File: src/rtl/uart_rx_fifo.sv
// Receive-side buffer: drains bytes from the UART unload handshake into a
// first-word-fall-through FIFO and reports occupancy to the register side.
module uart_rx_fifo #(
  parameter int DEPTH_LOG2 = 4
) (
  input  logic                  rxclk,
  input  logic                  reset,
  input  logic                  uart_rx_empty,
  input  logic [7:0]            uart_rx_data,
  input  logic                  uart_uld_rx_ack,
  output logic                  uart_uld_rx_req,
  input  logic                  flush,
  input  logic                  rd,
  output logic [7:0]            rd_data,
  output logic                  rd_valid,
  output logic                  full,
  output logic [DEPTH_LOG2:0]   count,
  output logic                  rd_err
);

  localparam int DEPTH = 2 ** DEPTH_LOG2;
  localparam logic [DEPTH_LOG2-1:0] PTR_ZERO = DEPTH_LOG2'(0);
  localparam logic [DEPTH_LOG2-1:0] PTR_ONE  = DEPTH_LOG2'(1);
  localparam logic [DEPTH_LOG2:0]   CNT_ZERO = (DEPTH_LOG2 + 1)'(0);
  localparam logic [DEPTH_LOG2:0]   CNT_ONE  = (DEPTH_LOG2 + 1)'(1);
  localparam logic [DEPTH_LOG2:0]   CNT_FULL = (DEPTH_LOG2 + 1)'(DEPTH);

  typedef enum logic [1:0] {
    IDLE      = 2'd0,
    WAIT_ACK  = 2'd1,
    WAIT_DONE = 2'd2
  } state_t;

  state_t                  state_r;
  state_t                  state_next_s;
  logic                    req_r;
  logic                    req_next_s;
  logic                    push_s;
  logic                    pop_s;
  logic                    rd_err_s;
  logic [7:0]              mem_r [DEPTH];
  logic [DEPTH_LOG2-1:0]   wr_ptr_r;
  logic [DEPTH_LOG2-1:0]   rd_ptr_r;
  logic [DEPTH_LOG2:0]     count_r;
  logic [DEPTH_LOG2:0]     count_next_s;
  logic                    rd_valid_r;
  logic                    full_r;
  logic                    rd_err_r;

  // Drain FSM state and registered unload request
  always_ff @(posedge rxclk or posedge reset) begin
    if (reset) begin
      state_r <= IDLE;
      req_r   <= 1'b0;
    end else begin
      state_r <= state_next_s;
      req_r   <= req_next_s;
    end
  end

  // Drain FSM next state; WAIT_DONE makes req and ack both return low
  // before the UART is asked for the next byte
  always_comb begin
    state_next_s = state_r;
    req_next_s   = 1'b0;
    push_s       = 1'b0;
    case (state_r)
      IDLE: begin
        if (!uart_rx_empty && !full_r) begin
          state_next_s = WAIT_ACK;
          req_next_s   = 1'b1;
        end else begin
          state_next_s = IDLE;
          req_next_s   = 1'b0;
        end
      end
      WAIT_ACK: begin
        if (uart_uld_rx_ack) begin
          push_s       = 1'b1;
          state_next_s = WAIT_DONE;
          req_next_s   = 1'b0;
        end else begin
          state_next_s = WAIT_ACK;
          req_next_s   = 1'b1;
        end
      end
      WAIT_DONE: begin
        if (!uart_uld_rx_ack) begin
          state_next_s = IDLE;
        end else begin
          state_next_s = WAIT_DONE;
        end
      end
      default: begin
        state_next_s = IDLE;
        req_next_s   = 1'b0;
      end
    endcase
  end

  assign pop_s    = rd && rd_valid_r;
  assign rd_err_s = rd && !rd_valid_r;

  // Occupancy after this edge's push/pop
  always_comb begin
    count_next_s = count_r;
    case ({push_s, pop_s})
      2'b10:   count_next_s = count_r + CNT_ONE;
      2'b01:   count_next_s = count_r - CNT_ONE;
      default: count_next_s = count_r;
    endcase
  end

  // Pointers and status; flush wins over push, pop and the empty-read error
  always_ff @(posedge rxclk or posedge reset) begin
    if (reset) begin
      wr_ptr_r   <= PTR_ZERO;
      rd_ptr_r   <= PTR_ZERO;
      count_r    <= CNT_ZERO;
      rd_valid_r <= 1'b0;
      full_r     <= 1'b0;
      rd_err_r   <= 1'b0;
    end else if (flush) begin
      wr_ptr_r   <= PTR_ZERO;
      rd_ptr_r   <= PTR_ZERO;
      count_r    <= CNT_ZERO;
      rd_valid_r <= 1'b0;
      full_r     <= 1'b0;
      rd_err_r   <= 1'b0;
    end else begin
      if (push_s) begin
        wr_ptr_r <= wr_ptr_r + PTR_ONE;
      end
      if (pop_s) begin
        rd_ptr_r <= rd_ptr_r + PTR_ONE;
      end
      count_r    <= count_next_s;
      rd_valid_r <= (count_next_s != CNT_ZERO);
      full_r     <= (count_next_s == CNT_FULL);
      rd_err_r   <= rd_err_s;
    end
  end

  // Byte storage; a write on a flush edge lands in a slot that is now free
  always_ff @(posedge rxclk) begin
    if (push_s) begin
      mem_r[wr_ptr_r] <= uart_rx_data;
    end
  end

  assign uart_uld_rx_req = req_r;
  assign rd_data         = mem_r[rd_ptr_r];
  assign rd_valid        = rd_valid_r;
  assign full            = full_r;
  assign count           = count_r;
  assign rd_err          = rd_err_r;

endmodule
File: config.mk
export PLATFORM = sky130hd
export DESIGN_NAME = uart_rx_fifo
export DESIGN_NICKNAME = d
export VERILOG_FILES = /design/src/rtl/uart_rx_fifo.sv
export SDC_FILE = /design/constraint.sdc
export NUM_CORES = 1
export LEC_CHECK = 0
export BUFFER_PORTS_ARGS = -buffer_cell sky130_fd_sc_hd__buf_2
export CAP_MARGIN = 0
export CORE_ASPECT_RATIO = 0.8
export CORE_MARGIN = 5
export CORE_UTILIZATION = 55
export CTS_CLUSTER_DIAMETER = 80
export CTS_CLUSTER_SIZE = 12
export DETAILED_ROUTE_END_ITERATION = 8
export GPL_TIMING_DRIVEN = 0
export PLACE_DENSITY = 0.81
export SETUP_SLACK_MARGIN = 0.02
export SLEW_MARGIN = 20
export SYNTH_ARGS = -nofsm -noshare
export SYNTH_HDL_FRONTEND = slang
export SYNTH_SLANG_ARGS = --single-unit
File: constraint.sdc
create_clock -name rxclk -period 3.3 [get_ports rxclk]
set_input_delay 0.165 -clock rxclk [delete_from_list [all_inputs] [get_ports rxclk]]
set_output_delay 0.165 -clock rxclk [all_outputs]
set_load 0.03 [all_outputs]
* Word-level counts from Yosys, hierarchy flattened
Memory sizes are Yosys's and may differ from the RTL's.
Cells that the tools add are included.
** Word-level totals
- Bits of input ports :: 14
- Memories :: 1
- Register bits after elaboration :: 19
- Logic and storage cells :: 48
- Memory bits (writable) :: 128
** Operators by class
- $add $sub $neg :: 4
- Reductions and logical operators :: 10
- Mux-type cells :: 20
- Eq/ne operators :: 5
** Memories
- mem_r :: words 16, bits a word 8, rd ports 1, clocked after memory_dff 0, write ports 1, RTL line 41 : logic [7:0] mem_r [DEPTH];
** Operators with widths (count)
- 4-bit two-way mux :: 4
- 1-bit two-way mux :: 10
- 5-bit case mux with 2 select lines :: 1
- 4-bit by 1-bit adder with 4-bit output (second input constant) :: 2
- 2-bit case mux with 3 select lines :: 1
- 5-bit by 1-bit adder with 5-bit output (second input constant) :: 1
- 5-bit == test (second input constant) :: 1
- 5-bit two-way mux :: 1
- 5-bit nonzero test :: 1
- 5-bit by 1-bit subtractor with 5-bit output (second input constant) :: 1
- 2-bit by 1-bit == test with 1-bit output (second input constant) :: 2
- 2-bit == test (second input constant) :: 2
- 2-bit two-way mux :: 2
- 2-bit nonzero test :: 2
- 1-bit logical AND :: 3
- 1-bit zero test :: 3
- 2-bit zero test :: 1
- 1-bit case mux with 2 select lines :: 1

* Longest topological paths before layout
- Depth in word-level cells :: 6
- Depth in mapped cells :: 10
- Mapped depth without buffers :: 9

* Worst setup path before layout
Ideal clock, no wire load.
- Path kind :: reg-to-reg
- From :: register rd_valid_r (netlist: rd_valid)
- To :: register rd_valid_r (netlist: rd_valid)
- Data arrival time :: 2.224 ns
- Period minus slack after synthesis :: 2.306 ns
- Path slack :: 0.994 ns
- Stages on the path, launching flop included :: 10
- Path buffers :: 0
- Library setup time :: 0.082 ns
- Cells stage by stage :: dfrtp_1 > nand2_1 > nor2_1 > xor2_1 > ha_1 > a21oi_1 > or3_4 > and4_4 > or3_1 > a31oi_1
** On the way
- Longest elaborated chain between the ends :: 5
- Elaborated cells between the ends (all ways) :: 6
** Ends and longest elaborated chain
- from (decl) :: RTL line 46 : logic rd_valid_r;
- from (signal assigned) :: RTL line 138 : rd_valid_r <= (count_next_s != CNT_ZERO);
- 1-bit logical AND * :: RTL line 101 : assign pop_s = rd && rd_valid_r;
- 2-bit by 1-bit == test with 1-bit output or 2-bit == test (tied branches) :: RTL line 107 : case ({push_s, pop_s})
- 5-bit case mux with 2 select lines * :: RTL line 107
- 5-bit nonzero test * :: RTL line 138
- 1-bit two-way mux * :: RTL line 123 : end else if (flush) begin
Every way passes the cells marked *; elsewhere a longest branch is shown, timed or not.
A chain may end at the register's enable or synchronous reset.

* Worst setup path in the final report
- From :: register rd_ptr_r[0]
- To :: output rd_data[7]
** On the way
- Longest elaborated chain between the ends :: 1
** Ends and longest elaborated chain
- from (decl) :: RTL line 43 : logic [DEPTH_LOG2-1:0] rd_ptr_r;
- from (signal assigned) :: RTL line 135 : rd_ptr_r <= rd_ptr_r + PTR_ONE;
- memory 16 x 8 bit
- to (decl) :: RTL line 14 : output logic [7:0] rd_data,
Every way passes these cells.

==> summary.md <==
| Metric | Value |
|---|---|
| Clock power share | `40.9%` |
| Setup CP Type | `reg -> out` |
| Synth Area per Inst | `19.5 µm²` |
| Post-synth EDFFs | `128` |
| Routed wire per std cell | `23.3 µm` |
| Synth Instances | `306` |
| Routed WL | `11900 µm` |
| Mapped Area | `5960 µm²` |
| Unrepaired setup endpoints after global routing | `false` |
| Synth area leader | `edfxtp_1` |
| Worst Path Buf+Inv | `3` |
| Area growth syn-to-layout | `16.2%` |
| Crit start category | `register` |
| Worst-Skew Late Latency | `410 ps` |
| Reg power frac | `43.3%` |
| Final Util | `64.6%` |
| Final hold violation count | `0` |
| Peak VDD IR | `806 µV` |
| Post-synthesis sequential area ratio | `72.5%` |
| Die height | `103 µm` |
| FMAX | `326 MHz` |
| Endpoint class of the critical path | `output pin` |
| Rows | `34` |
| # diodes | `0` |
| Synth Warn # | `0` |
| Synth async-reset ratio | `12.9%` |
| H-tree Lvls | `4` |
| Cell variety after synth | `35` |
| Dpl hpwl | `7070 µm` |
| Via density | `6.02` |
| Crit path largest cell delay | `600 ps` |
| TritonRoute pass-1 iters | `5` |
| Worst-Margin Slew | `804 ps` |
| Clk_skew | `6.93 ps` |
| Top FF cell, synth | `edfxtp_1` |
| Minimum clock period | `3070 ps` |
| Initial antenna violation count | `0` |
| Synth area leaders | `edfxtp_1, mux4_2, dfrtp_1` |
| First DRT Iteration DRCs | `303` |
| CTS tree | `yes` |
| Clk slew on worst S/H paths | `60 ps` |
| Total GRT Usage | `19.4%` |
| Slowest library cell on the worst path | `mux4_2` |
| Syn_nets | `327` |
| First-pass GRT wire length | `18200 µm` |
| Lkg Pwr | `2.36 nW` |
| Largest net degree at the start of global routing | `20` |
| Combinational Power Share | `15.8%` |
| Register bit total from synthesis | `147` |
| Share of the synthesized area in the top cell type | `64.5%` |
| Initial Utilization | `55.6%` |
| Gpl congestion | `0.810` |
| CP Max Fanout | `10` |
| Post-CTS Resized | `0` |
| Delay-heaviest family, CP | `multiplexers` |
| Layout cells sized above 1 | `28.8%` |
| Cell chain of the critical path | `clkbuf_1 > buf_2 > mux4_2 > mux4_2 > buf_2` |
| Vias in the first global route | `3086` |
| Die area | `13000 µm²` |
| GRT overflow | `0` |
| Vias | `3080` |
| CTS Buffer Depth | `2` |
| Final setup vio count | `0` |
| Arrival time of the worst setup path | `2900 ps` |
| Sink Count | `147` |
| Internal power | `3.75 mW` |
| Clock root cell | `clkbuf_16` |
| Setup TNS | `0 ps` |
| Max_slew headroom | `46.4%` |
| Fin nets | `377` |
| Pwr dens | `718 nW/µm²` |
| Status | `finished clean` |
| Max-slew violations | `0` |
| Post-route DRC | `0` |
| Post-CTS setup buffers | `0` |
| Final Cycle Share | `92.9%` |
| I/O pins | `31` |
| Hold crit path type | `in -> reg` |
| Worst endpoint required time | `3130 ps` |
| Antenna viol nets, final | `0` |
| Max Cap Violations | `0` |
| Core ar. | `10700 µm²` |
| Count of input and output buffers | `29` |
| Cts hold-fix bufs | `2` |
| Sw frac | `24.6%` |
| NetSw | `1.22 mW` |
| Num CTS Buffers | `17` |
| Chip width | `126 µm` |
## worst register-to-register path, cell delays in order (launching register included)
cell and delay (ps):
dfrtp_1 410, and3b_1 180, buf_6 140, nor2_1 210, xor2_1 180, ha_1 220
nor2b_1 180, a31oi_1 110, o32ai_1 380, xnor2_1 170, nor4b_1 320
## kinds of logic after synthesis
family	count (synthesis)	synth area share, %
AOI/OAI and AO/OA	14	1.41
xor gates and xnor gates	12	1.76
muxes	41	15.3
and+or+nand+nor	63	5.98
buffers and inverters	22	1.64
adders and majority gates	7	1.47
DFF	147	72.5
## layout make-up
cell class              count  area [µm²]
plain buffers              15        71.3
clock buffers              20         437
clock inverters            11         185
fillers                   710        3790
inverters                   7        26.3
multi-input cells         137        1540
flip-flops and latches    147        4320
well taps                 144         180
repair buffers             31         165
## routing by layer
metal / global-route usage (%) / part of all wire (%) / vias to the layer above
met5: 0 / 0 / -
met4: 4.20 / 0.89 / 0
met3: 4.76 / 7.8 / 17
met2: 32.3 / 51 / 161
met1: 26.5 / 40 / 1584
li1: - / - / 1318
## registers in the layout (all words and copies together) (netlist names)
| name | count |
|---|---|
| wr_ptr_r | 4 |
| full | 1 |
| rd_err | 1 |
| uart_uld_rx_req | 1 |
| rd_valid | 1 |
| state_r | 2 |
| count | 5 |
| rd_ptr_r | 4 |
| mem_r | 128 |
## final timing paths
check	startpoint	end	slack [ps]	cells after the start
min	rd	rd_err	20	2
min in group asynchronous	reset	full	430	3
max in group asynchronous	reset	count[0]	2410	3
min reg2reg	rd_valid	rd_err	450	1
max	rd_ptr_r[0]	rd_data[7]	230	5
max reg2reg	state_r[0]	full	690	10
## metrics by stage
stage               total power, mW  instance area (µm²)  hold WS (ps)  std cells  worst slack (ps)
finish                         4.97                 6930          17.3        512               233
global route                   5.15                 6930          3.97        512              53.2
CTS                            4.99                 6930          4.27        512               205
detailed placement             2.95                 6290           319        479               648
global placement               2.93                 6290           295        479               694
floorplan                      2.74                 5960           116        306               994
## power by group through the flow
| stage | combinational (mW) | clock (mW) | sequential [mW] |
|---|---|---|---|
| finish | 0.786 | 2.03 | 2.15 |
| global route | 0.848 | 2.14 | 2.16 |
| CTS | 0.786 | 2.05 | 2.15 |
| detailed placement | 0.763 | 0 | 2.19 |
| global placement | 0.745 | 0 | 2.18 |
| floorplan | 0.503 | 0 | 2.24 |
## Yosys cell counts, types with 3 or more instances
cell type,count
clkbuf_1,10
nand4_1,3
inv_1,6
nor2_1,16
mux4_2,40
nor3b_1,3
edfxtp_1,128
dfrtp_1,19
nand2_1,9
nor4b_1,3
xnor2_1,6
and2_1,16
ha_1,7
buf_2,3
xor2_1,6
a21oi_1,7
nor3_1,3
## placed cells by master, fill, tap and decap left out, types with 2 or more instances in the layout
cell	n
nor2_1	16
dlygate4sd3_1	2
nor3b_1	3
clkbuf_16	17
bufinv_16	5
xor2_1	6
a31oi_1	2
nor3_1	3
nand2_1	9
nand4_1	3
clkinv_2	3
clkinv_1	2
nor2b_1	2
edfxtp_1	128
buf_2	32
o21ai_0	2
clkbuf_1	13
a21oi_1	7
nor4b_1	3
ha_1	7
and2_1	16
dfrtp_1	19
inv_1	6
mux4_2	40
xnor2_1	6
No activity file was read; power rests on OpenSTA's default activity.
